===== config.mk =====
export PLATFORM = sky130hd
export DESIGN_NAME = mem_access_ctrl
export DESIGN_NICKNAME = d
export VERILOG_FILES = /design/src/rtl/mem_access_ctrl_pkg.sv /design/src/rtl/mem_timeout_counter.sv /design/src/rtl/mem_access_ctrl.sv
export SDC_FILE = /design/constraint.sdc
export NUM_CORES = 1
export LEC_CHECK = 0
export CAP_MARGIN = 20
export CORE_MARGIN = 3
export CORE_UTILIZATION = 43
export DETAILED_ROUTE_END_ITERATION = 10
export GPL_ROUTABILITY_DRIVEN = 0
export PLACE_DENSITY = 0.92
export SYNTH_ARGS = -nofsm -noshare
export SYNTH_HDL_FRONTEND = slang
export SYNTH_SLANG_ARGS = --single-unit

===== constraint.sdc =====
create_clock -name clk -period 2.6 [get_ports clk]
set_input_delay 0.26 -clock clk [delete_from_list [all_inputs] [get_ports clk]]
set_output_delay 0.26 -clock clk [all_outputs]
set_load 0.01 [all_outputs]

===== src/rtl/mem_access_ctrl_pkg.sv =====
// -----------------------------------------------------------------------------
// mem_access_ctrl_pkg
//   Shared definitions for the MEM-stage memory access controller:
//     - state_e                 : controller FSM states (IDLE/BUSY/DONE)
//     - DEFAULT_TIMEOUT_CYCLES  : default BUSY-cycle budget before an abort
//     - ERR_READ_VALUE          : load result returned by a failed read
//     - is_misaligned()         : word-alignment test on the two address LSBs
// -----------------------------------------------------------------------------
package mem_access_ctrl_pkg;

  typedef enum logic [1:0] {
    IDLE = 2'd0,
    BUSY = 2'd1,
    DONE = 2'd2
  } state_e;

  localparam int DEFAULT_TIMEOUT_CYCLES = 16;

  // Wide enough for any realistic data path; users cast down to DATA_WIDTH.
  localparam logic [127:0] ERR_READ_VALUE = '0;

  function automatic logic is_misaligned(input logic [1:0] addr_lsb);
    return addr_lsb != 2'b00;
  endfunction

endpackage


===== src/rtl/mem_timeout_counter.sv =====
// -----------------------------------------------------------------------------
// mem_timeout_counter
//   Counts BUSY cycles spent waiting for mem_ack and flags the last permitted
//   cycle so the controller can abort the access.
//   Ports:
//     clk      in  pipeline clock
//     reset    in  synchronous active-high reset
//     clr      in  force the count to zero (controller not waiting)
//     en       in  advance the count by one (waiting, no ack this cycle)
//     terminal out count has reached TIMEOUT_CYCLES-1
// -----------------------------------------------------------------------------
module mem_timeout_counter
  import mem_access_ctrl_pkg::*;
#(
  parameter int TIMEOUT_CYCLES = DEFAULT_TIMEOUT_CYCLES
) (
  input  logic clk,
  input  logic reset,
  input  logic clr,
  input  logic en,
  output logic terminal
);

  localparam int CNT_W = $clog2(TIMEOUT_CYCLES);

  logic [CNT_W-1:0] count_q;
  logic [CNT_W-1:0] count_d;

  assign terminal = (count_q == CNT_W'(TIMEOUT_CYCLES - 1));

  always_comb begin
    count_d = count_q;
    if (clr) begin
      count_d = '0;
    end else if (en && !terminal) begin
      // Saturate at the terminal value; the controller leaves BUSY there.
      count_d = count_q + CNT_W'(1);
    end
  end

  always_ff @(posedge clk) begin
    if (reset) begin
      count_q <= '0;
    end else begin
      count_q <= count_d;
    end
  end

endmodule


===== src/rtl/mem_access_ctrl.sv =====
// -----------------------------------------------------------------------------
// mem_access_ctrl
//   MEM-stage controller. Converts the EX/MEM load/store controls into a
//   req/ack transaction on a variable-latency data memory port, stalls the
//   pipeline until the access completes, and presents load data to the
//   writeback mux. Every access walks IDLE -> BUSY -> DONE; DONE releases the
//   stall for exactly one cycle so the instruction retires once.
//
//   Optional feature: define MEM_ALIGN_CHECK_EN to reject word-misaligned
//   accesses (no memory request, one stall cycle, mem_err pulse, reads
//   return zero). Without it, address bits [1:0] pass through unchecked.
//
//   Ports:
//     clk, reset                 pipeline clock, synchronous active-high reset
//     ex_mem_mem_read/_write     load / store in the MEM stage
//     ex_mem_alu_result          effective byte address
//     ex_mem_alu_in2_out         store data
//     mem_stall                  freeze upstream, bubble MEM/WB
//     mem_read_data              load result (held until the next read ends)
//     mem_err                    one-cycle pulse: timeout, rd+wr, misaligned
//     mem_req/mem_we/mem_addr/mem_wdata  registered memory request
//     mem_ack, mem_rdata         memory response (ack honoured only in BUSY)
// -----------------------------------------------------------------------------
module mem_access_ctrl
  import mem_access_ctrl_pkg::*;
#(
  parameter int ADDR_WIDTH     = 32,
  parameter int DATA_WIDTH     = 32,
  parameter int TIMEOUT_CYCLES = DEFAULT_TIMEOUT_CYCLES
) (
  input  logic                  clk,
  input  logic                  reset,
  input  logic                  ex_mem_mem_read,
  input  logic                  ex_mem_mem_write,
  input  logic [ADDR_WIDTH-1:0] ex_mem_alu_result,
  input  logic [DATA_WIDTH-1:0] ex_mem_alu_in2_out,
  output logic                  mem_stall,
  output logic [DATA_WIDTH-1:0] mem_read_data,
  output logic                  mem_err,
  output logic                  mem_req,
  output logic                  mem_we,
  output logic [ADDR_WIDTH-1:0] mem_addr,
  output logic [DATA_WIDTH-1:0] mem_wdata,
  input  logic                  mem_ack,
  input  logic [DATA_WIDTH-1:0] mem_rdata
);

  localparam logic [DATA_WIDTH-1:0] ERR_DATA = DATA_WIDTH'(ERR_READ_VALUE);

  state_e                state_q, state_d;
  logic                  req_q, req_d;
  logic                  we_q, we_d;
  logic [ADDR_WIDTH-1:0] addr_q, addr_d;
  logic [DATA_WIDTH-1:0] wdata_q, wdata_d;
  logic [DATA_WIDTH-1:0] rd_q, rd_d;
  logic                  err_q, err_d;

  logic access_req;
  logic misaligned;
  logic cnt_clr;
  logic cnt_en;
  logic cnt_terminal;

  assign access_req = ex_mem_mem_read | ex_mem_mem_write;

`ifdef MEM_ALIGN_CHECK_EN
  assign misaligned = is_misaligned(ex_mem_alu_result[1:0]);
`else
  assign misaligned = 1'b0;
`endif

  mem_timeout_counter #(
    .TIMEOUT_CYCLES(TIMEOUT_CYCLES)
  ) u_timeout (
    .clk      (clk),
    .reset    (reset),
    .clr      (cnt_clr),
    .en       (cnt_en),
    .terminal (cnt_terminal)
  );

  // NOTE: every signal assigned here gets a default first, so no path leaves
  // it unassigned and no latch is inferred.
  always_comb begin
    state_d   = state_q;
    req_d     = req_q;
    we_d      = we_q;
    addr_d    = addr_q;
    wdata_d   = wdata_q;
    rd_d      = rd_q;
    err_d     = 1'b0;
    mem_stall = 1'b0;
    cnt_clr   = 1'b1;
    cnt_en    = 1'b0;

    unique case (state_q)
      IDLE: begin
        // Stall in the detect cycle itself so EX/MEM holds the instruction.
        mem_stall = access_req;
        if (access_req) begin
          if (misaligned) begin
            // Rejected without touching memory; retire through DONE.
            state_d = DONE;
            err_d   = 1'b1;
            if (!ex_mem_mem_write) begin
              rd_d = ERR_DATA;
            end
          end else begin
            state_d = BUSY;
            req_d   = 1'b1;
            // A simultaneous read+write is treated as a write and flagged.
            we_d    = ex_mem_mem_write;
            addr_d  = ex_mem_alu_result;
            wdata_d = ex_mem_alu_in2_out;
            err_d   = ex_mem_mem_read & ex_mem_mem_write;
          end
        end
      end

      BUSY: begin
        mem_stall = 1'b1;
        cnt_clr   = 1'b0;
        cnt_en    = !mem_ack;
        // Ack takes priority, so an ack on the final permitted cycle succeeds.
        if (mem_ack) begin
          state_d = DONE;
          req_d   = 1'b0;
          if (!we_q) begin
            rd_d = mem_rdata;
          end
        end else if (cnt_terminal) begin
          state_d = DONE;
          req_d   = 1'b0;
          err_d   = 1'b1;
          if (!we_q) begin
            rd_d = ERR_DATA;
          end
        end
      end

      DONE: begin
        // One unstalled cycle lets the pipeline advance past this instruction.
        state_d = IDLE;
      end

      default: begin
        state_d = IDLE;
        req_d   = 1'b0;
      end
    endcase
  end

  // NOTE: sequential state uses non-blocking assignments so every flop
  // samples the pre-edge value of every other flop.
  always_ff @(posedge clk) begin
    if (reset) begin
      state_q <= IDLE;
      req_q   <= 1'b0;
      we_q    <= 1'b0;
      addr_q  <= '0;
      wdata_q <= '0;
      rd_q    <= '0;
      err_q   <= 1'b0;
    end else begin
      state_q <= state_d;
      req_q   <= req_d;
      we_q    <= we_d;
      addr_q  <= addr_d;
      wdata_q <= wdata_d;
      rd_q    <= rd_d;
      err_q   <= err_d;
    end
  end

  assign mem_req       = req_q;
  assign mem_we        = we_q;
  assign mem_addr      = addr_q;
  assign mem_wdata     = wdata_q;
  assign mem_read_data = rd_q;
  assign mem_err       = err_q;

endmodule


==> reports/metrics.sh, run 1 <==
FINALINSTANCEAREA_SQ_MM=0.00615
GRT_PASS1_WL_MM=19.8
DETAIL_ROUTE.FIRST_PASS.ITERATIONS=5
CLKSLEWWORSTSETUPHOLDPATHS_NS=0.10
HOLD_PATH_STARTPOINT='reset'
CLKSINKCOUNT=105
NUMBER_OF_VIAS_IN_THE_ROUTED_LAYOUT=4237
HOLD_PATH_DEPTH=2
CTS_BUFFER_DEPTH=2
SYNTH_CELL_TYPE_COUNT=24
CTSRESIZECOUNT=0
DATA_REQUIRED_TIME_AT_THE_WORST_ENDPOINT_NS=2.34
NETS=754
PLACE.DETAILED.INSTANCES=749
HOLD_VIOL_FINAL=0
MET1_LENGTH_MM=4.69
CTS.HTREE.LEVELS=3
POST_CTS.REPAIR.SETUP_BUFFERS=0
GRT_MAX_DEGREE=67
FLOORPLAN.DIE.WIDTH_UM=102
MAPPEDNETLISTNETS=586
MAXCAPVIOLATIONS=0
GATE_COUNT_POST_SYNTH=484
DR.MAX_LAYER_USED='met4'
YOSYS_WARNINGS=0
NUMBER_OF_BUFFERS_CREATED_BY_CTS=9
YOSYSMOSTFREQUENTCELL='sky130_fd_sc_hd__dfxtp_1'
YOSYS_REGISTER_BITS=105
POWERDENSITY_mW_PER_MM2=555
DIEHEIGHT_UM=102
R2R.WORST_PATH.CELLS=3
CTS_TREE='built'
DIODES=0
SETUP-VIOLATIONS-FINAL=0
CELL_AT_THE_ROOT_OF_THE_CLOCK_TREE='sky130_fd_sc_hd__clkbuf_8'
SLEW_VIOL_FINAL=0
ITERATION_0_DRC_MARKERS=278
ANTENNA_FOUND_INITIAL=0
DP_WORST_SETUP_SLACK_NS=0.601
SYN_AREA_PER_CELL_SQ_UM=8.17
PLACE_AREA_SQ_MM=0.00599
SETUP.REG_TO_REG.WORST_SLACK_NS=0.79
AREAGROWTHSYNTHTOFINISH_PCT=55.6
POSTSYNTH.TOPFLOPCELL='sky130_fd_sc_hd__dfxtp_1'
START_KIND='input pin'
CRIT_END_ELEMENT='primary output'
ROUTE.MET3.WL_MM=1.44
SYNTHTOPCELLSBYCOUNT='105 x sky130_fd_sc_hd__dfxtp_1, 101 x sky130_fd_sc_hd__a21oi_1, 99 x sky130_fd_sc_hd__o21ai_0, 67 x sky130_fd_sc_hd__nand3_1, 41 x sky130_fd_sc_hd__clkbuf_1'
SYNTH-SEQ-AREA-SHARE_PCT=53.1
PLACEMENTROWS=34
GRT_OVERFLOW_TOTAL=0
CTS.HOLD.BUFFERS_ADDED=0
TIMING.RR.START='state_q[0]'
FIRST_GLOBAL_VIAS=4020
DETAILROUTE.WIRELENGTH.MET2_MM=6.08
MIN-DELAY-PATH-CLASS='in2reg'
POST_SYNTH_EDFFS=0
GR-USAGE-ALL-LAYERS_PCT=23.5
DIEAREA_SQ_MM=0.0104
R2R-END='mem_read_data[19]'
VIAS_PER_CELL=5.54
PIN_COUNT=201
CRITPATHMAXFANOUT=4
YOSYS-TOP-CELLS-AREA='sky130_fd_sc_hd__dfxtp_1 53%, sky130_fd_sc_hd__a21oi_1 13%, sky130_fd_sc_hd__o21ai_0 13%'
TOTAL_POWER_uW=3420
WORSTHOLDENDPOINT='mem_read_data[16]'
DRTANTENNAVIOLNETS=0
COUNT_OF_UNRESOLVED_DRC_VIOLATIONS_AFTER_ROUTING=0
POWER.STATIC_LEAKAGE_uW=0.00213
CORE_AREA_SQ_MM=0.00885
FINAL-INSTANCE-COUNT-EXCL-FILL=765
OUTCOME='finished clean'
TIGHTESTPINTRANSITION_NS=0.676
PLACE.PORT_BUFFERS=200
WIRELENGTH_MM=12.3
SYNTH_AREA_LEADER_CELL='sky130_fd_sc_hd__dfxtp_1'
SYNTHARSTFLOPSHARE_PCT=0
SYNTH_AREA_SQ_MM=0.00396
ARRIVAL_NS=1.74
WORST_SLACK_NS=0.601
MAX_FREQ_MHz=500
CLKLATENCYLATEPIN_NS=0.35
HEADROOM_TO_THE_MAX_SLEW_LIMIT_PCT=54.9
RSZ0062_AT_GRT='no'
CRITICALPATHCATEGORY='in2out'
RATIO_OF_CELLS_WITH_DRIVE_ABOVE_1_IN_THE_FINAL_LAYOUT_PCT=4.57
HPWL_AFTER_DETAILED_PLACEMENT_MM=8.59
IR_WORST_VDD_mV=0.333
INITIAL_UTILIZATION_PCT=44.7
SETUP_TNS_NS=0
PERIOD_MINUS_SLACK_NS=2.00
YOSYS.AREA.TOP_TYPE_SHARE_PCT=53.1
FINALCRITPERIODSHARE_PCT=76.9
POST_DRT_WL_PER_CELL_UM=16.1
CLOCK_SKEW_NS=0.00960
state kept, by name (all words and copies together), names as in the netlist:
| signal | count |
|---|---|
| mem_read_data | 32 |
| mem_addr | 32 |
| mem_we | 1 |
| mem_wdata | 32 |
| mem_err | 1 |
| mem_req | 1 |
| u_timeout.count_q | 4 |
| state_q | 2 |
critical path: stages:
cell	delay, ns
sky130_fd_sc_hd__clkdlybuf4s50_1	0.50
sky130_fd_sc_hd__or2_2	0.35
sky130_fd_sc_hd__nor2_1	0.09
sky130_fd_sc_hd__nor2_1	0.05
sky130_fd_sc_hd__clkdlybuf4s50_1	0.49
cells by family (layout without fill, tap and decap cells):
kind of cell	Yosys count	count (layout)	synth area share, %
adders and majority gates	1	1	0.316
buffers and inverters	53	226	5.47
and+or+nand+nor	118	118	14.3
DFF	105	105	53.1
AOI/OAI and AO/OA	207	207	26.8
worst max path at each step:
| stage | start | to | slack (ns) |
|---|---|---|---|
| floorplan | ex_mem_mem_write | mem_stall | 1.18 |
| finish | ex_mem_mem_write | mem_stall | 0.60 |
| global route | ex_mem_mem_write | mem_stall | 0.54 |
| CTS | ex_mem_mem_write | mem_stall | 0.59 |
| detailed placement | ex_mem_mem_write | mem_stall | 0.60 |
| global placement | ex_mem_mem_write | mem_stall | 0.62 |
metrics by stage:
step | util (%) | hold slack [ns]
finish | 69.6 | 0.410
global route | 69.6 | 0.400
CTS | 69.6 | 0.382
detailed placement | 67.7 | 0.467
global placement | 67.7 | 0.460
floorplan | - | 0.396
report_power, final:
group,internal [uW],switching [uW]
Combinational,409,354
Sequential,1720,57.5
Clock,350,533
Total,2470,944
cells in the final DEF, fill, tap and decap left out, types with 3 or more instances in the layout:
cell / Yosys / layout
sky130_fd_sc_hd__clkinvlp_4: 0 / 4
sky130_fd_sc_hd__buf_4: 2 / 8
sky130_fd_sc_hd__clkbuf_8: 0 / 9
sky130_fd_sc_hd__nor2_1: 6 / 4
sky130_fd_sc_hd__nand3_1: 67 / 67
sky130_fd_sc_hd__dfxtp_1: 105 / 105
sky130_fd_sc_hd__nand2_1: 35 / 35
sky130_fd_sc_hd__clkbuf_1: 41 / 3
sky130_fd_sc_hd__o21ai_0: 99 / 99
sky130_fd_sc_hd__a21oi_1: 101 / 101
sky130_fd_sc_hd__clkdlybuf4s50_1: 0 / 199
layer usage:
metal / global-route usage, % / vias to the layer above
met1: 28.1 / 1983
met2: 39.1 / 202
met3: 9.76 / 10
li1: - / 2042
met5: 0 / -
met4: 6.86 / 0
area by class of cell:
class                      instances  area [sq um]
clock buffer                      12           135
multi-input combinational        326          1670
clock inverter                     4          30.0
fill                             675          2690
timing repair buffer             208          2070
tap                              108           135
inverter                           2          7.51
sequential                       105          2100
(Power assumes the default switching activity.)
==> run 2, diff against run 1 <==
Settings changed: CORE_UTILIZATION 43 to 40, PLACE_DENSITY 0.92 to 0.86.
Clock period 2.6 ns to 2.05 ns, I/O delays scaled along.
==> run 2 against run 1 <==
- sequential share of layout area is 0.73 points lower
- highest routed layer unchanged
- via count is 0.26% higher
- clock power is 68% higher
- critical path type is now reg2reg
- clock-buffer cell count is 1 lower
- design area is 2.2% higher
==> reports/metrics.sh, run 2 (same netlist as run 1, synthesis figures left out) <==
MAXCAPVIOLATIONS=0
HEADROOM_TO_THE_MAX_SLEW_LIMIT_PCT=31.3
DETAIL_ROUTE.FIRST_PASS.ITERATIONS=5
CLOCK_SKEW_NS=0.0136
HOLD_PATH_STARTPOINT='reset'
FLOORPLAN.DIE.WIDTH_UM=105
CRIT_END_ELEMENT='flop'
CTS.HTREE.LEVELS=3
COUNT_OF_UNRESOLVED_DRC_VIOLATIONS_AFTER_ROUTING=0
MAX_FREQ_MHz=550
FINALCRITPERIODSHARE_PCT=88.7
HOLD_VIOL_FINAL=0
DIEHEIGHT_UM=105
CTS.HOLD.BUFFERS_ADDED=0
PLACEMENTROWS=35
CLKSLEWWORSTSETUPHOLDPATHS_NS=0.10
CTS_TREE='built'
ARRIVAL_NS=2.09
MIN-DELAY-PATH-CLASS='in2reg'
NUMBER_OF_BUFFERS_CREATED_BY_CTS=9
CORE_AREA_SQ_MM=0.00942
GRT_MAX_DEGREE=67
TIGHTESTPINTRANSITION_NS=1.03
POST_DRT_WL_PER_CELL_UM=16.1
REGISTER_AREA_SQ_MM=0.00210
INITIAL_UTILIZATION_PCT=42.0
LAYOUT_COMMON_CELLS='199 x sky130_fd_sc_hd__clkdlybuf4s50_1, 105 x sky130_fd_sc_hd__dfxtp_1, 101 x sky130_fd_sc_hd__a21oi_1, 99 x sky130_fd_sc_hd__o21ai_0, 67 x sky130_fd_sc_hd__nand3_1'
CTSRESIZECOUNT=0
R2R.WORST_PATH.CELLS=3
FILLERS=763
FIRST_GLOBAL_VIAS=4190
DIODES=0
GRT_PASS1_WL_MM=20.5
PLACE.PORT_BUFFERS=200
SETUP_TNS_NS=0
WORSTHOLDENDPOINT='mem_err'
DIEAREA_SQ_MM=0.0111
RSZ0062_AT_GRT='no'
VIAS_PER_CELL=5.39
WIRELENGTH_MM=12.7
NETS=758
MULTIINPUTGATEAREA_SQ_MM=0.00167
POST_CTS.REPAIR.SETUP_BUFFERS=0
AREAGROWTHSYNTHTOFINISH_PCT=59.0
POWERDENSITY_mW_PER_MM2=750
START_KIND='flop'
POWER.STATIC_LEAKAGE_uW=0.00221
PIN_COUNT=201
OUTCOME='finished clean'
SETUP.REG_TO_REG.WORST_SLACK_NS=0.23
CLKSINKCOUNT=105
TIMING.RR.START='state_q[0]'
ITERATION_0_DRC_MARKERS=217
LAYOUT.CELLS.MOST_COMMON='sky130_fd_sc_hd__clkdlybuf4s50_1'
SLEW_VIOL_FINAL=0
HOLD_PATH_DEPTH=2
CLKLATENCYLATEPIN_NS=0.35
CELL_AT_THE_ROOT_OF_THE_CLOCK_TREE='sky130_fd_sc_hd__clkbuf_8'
SETUP-VIOLATIONS-FINAL=0
CRITPATHMAXFANOUT=65
GR-USAGE-ALL-LAYERS_PCT=22.2
DATA_REQUIRED_TIME_AT_THE_WORST_ENDPOINT_NS=2.32
HPWL_AFTER_DETAILED_PLACEMENT_MM=8.83
CRITICALPATHCATEGORY='reg2reg'
ANTENNA_FOUND_INITIAL=0
RATIO_OF_CELLS_WITH_DRIVE_ABOVE_1_IN_THE_FINAL_LAYOUT_PCT=5.16
NUMBER_OF_VIAS_IN_THE_ROUTED_LAYOUT=4248
PERIOD_MINUS_SLACK_NS=1.82
R2R-END='mem_wdata[24]'
IR_WORST_VDD_mV=0.358
DRTANTENNAVIOLNETS=0
TOTAL_POWER_uW=4720
GRT_OVERFLOW_TOTAL=0
CTS_BUFFER_DEPTH=2
==> run 2: metal layers <==
layer | track usage (%) | vias to the layer above | share of wire, %
met2 | 37.8 | 186 | 49
met3 | 6.80 | 15 | 9.4
li1 | - | 2056 | -
met5 | 0 | - | 0
met4 | 6.75 | 0 | 1.5
met1 | 26.7 | 1991 | 40
==> run 2: worst max path at each step <==
stage | start | endpoint | slack (ns) | cells past startpoint
CTS | state_q[0] | mem_wdata[24] | 0.21 | 3
detailed placement | mem_ack | u_timeout.count_q[3] | 0.20 | 4
global placement | ex_mem_mem_write | mem_req | 0.28 | 5
floorplan | state_q[0] | u_timeout.count_q[3] | 0.63 | 5
finish | state_q[0] | mem_wdata[24] | 0.23 | 3
global route | state_q[1] | mem_wdata[24] | 0.04 | 3
==> run 2: worst max-delay path, stage by stage (launching register included) <==
cell and delay (ns):
sky130_fd_sc_hd__dfxtp_1 0.47, sky130_fd_sc_hd__or2_2 0.84, sky130_fd_sc_hd__o21ai_0 0.20, sky130_fd_sc_hd__a21oi_1 0.20
==> run 2: cell type report <==
type	count	area share [%]
multi-input cells	326	26.6
well taps	129	2.57
flip-flops and latches	105	33.4
clock buffers	11	2.25
clock inverters	3	1.43
repair buffers	212	33.6
inverters	2	0.119
==> run 2: stage by stage <==
stage	util, %	instance area, sq um	setup WS [ns]	instances	hold slack, ns
CTS	66.8	6290	0.207	788	0.296
finish	66.8	6290	0.232	788	0.310
global placement	64.3	6060	0.283	774	0.459
detailed placement	64.3	6060	0.201	774	0.466
global route	66.8	6290	0.0394	788	0.321
floorplan	-	3960	0.634	484	0.341
==> run 2: power by group <==
group / switching (uW) / leakage, uW / internal, uW / total [uW]
Combinational: 457 / 0.00123 / 530 / 986
Clock: 651 / 0.000115 / 833 / 1480
Sequential: 71.3 / 0.000861 / 2180 / 2250
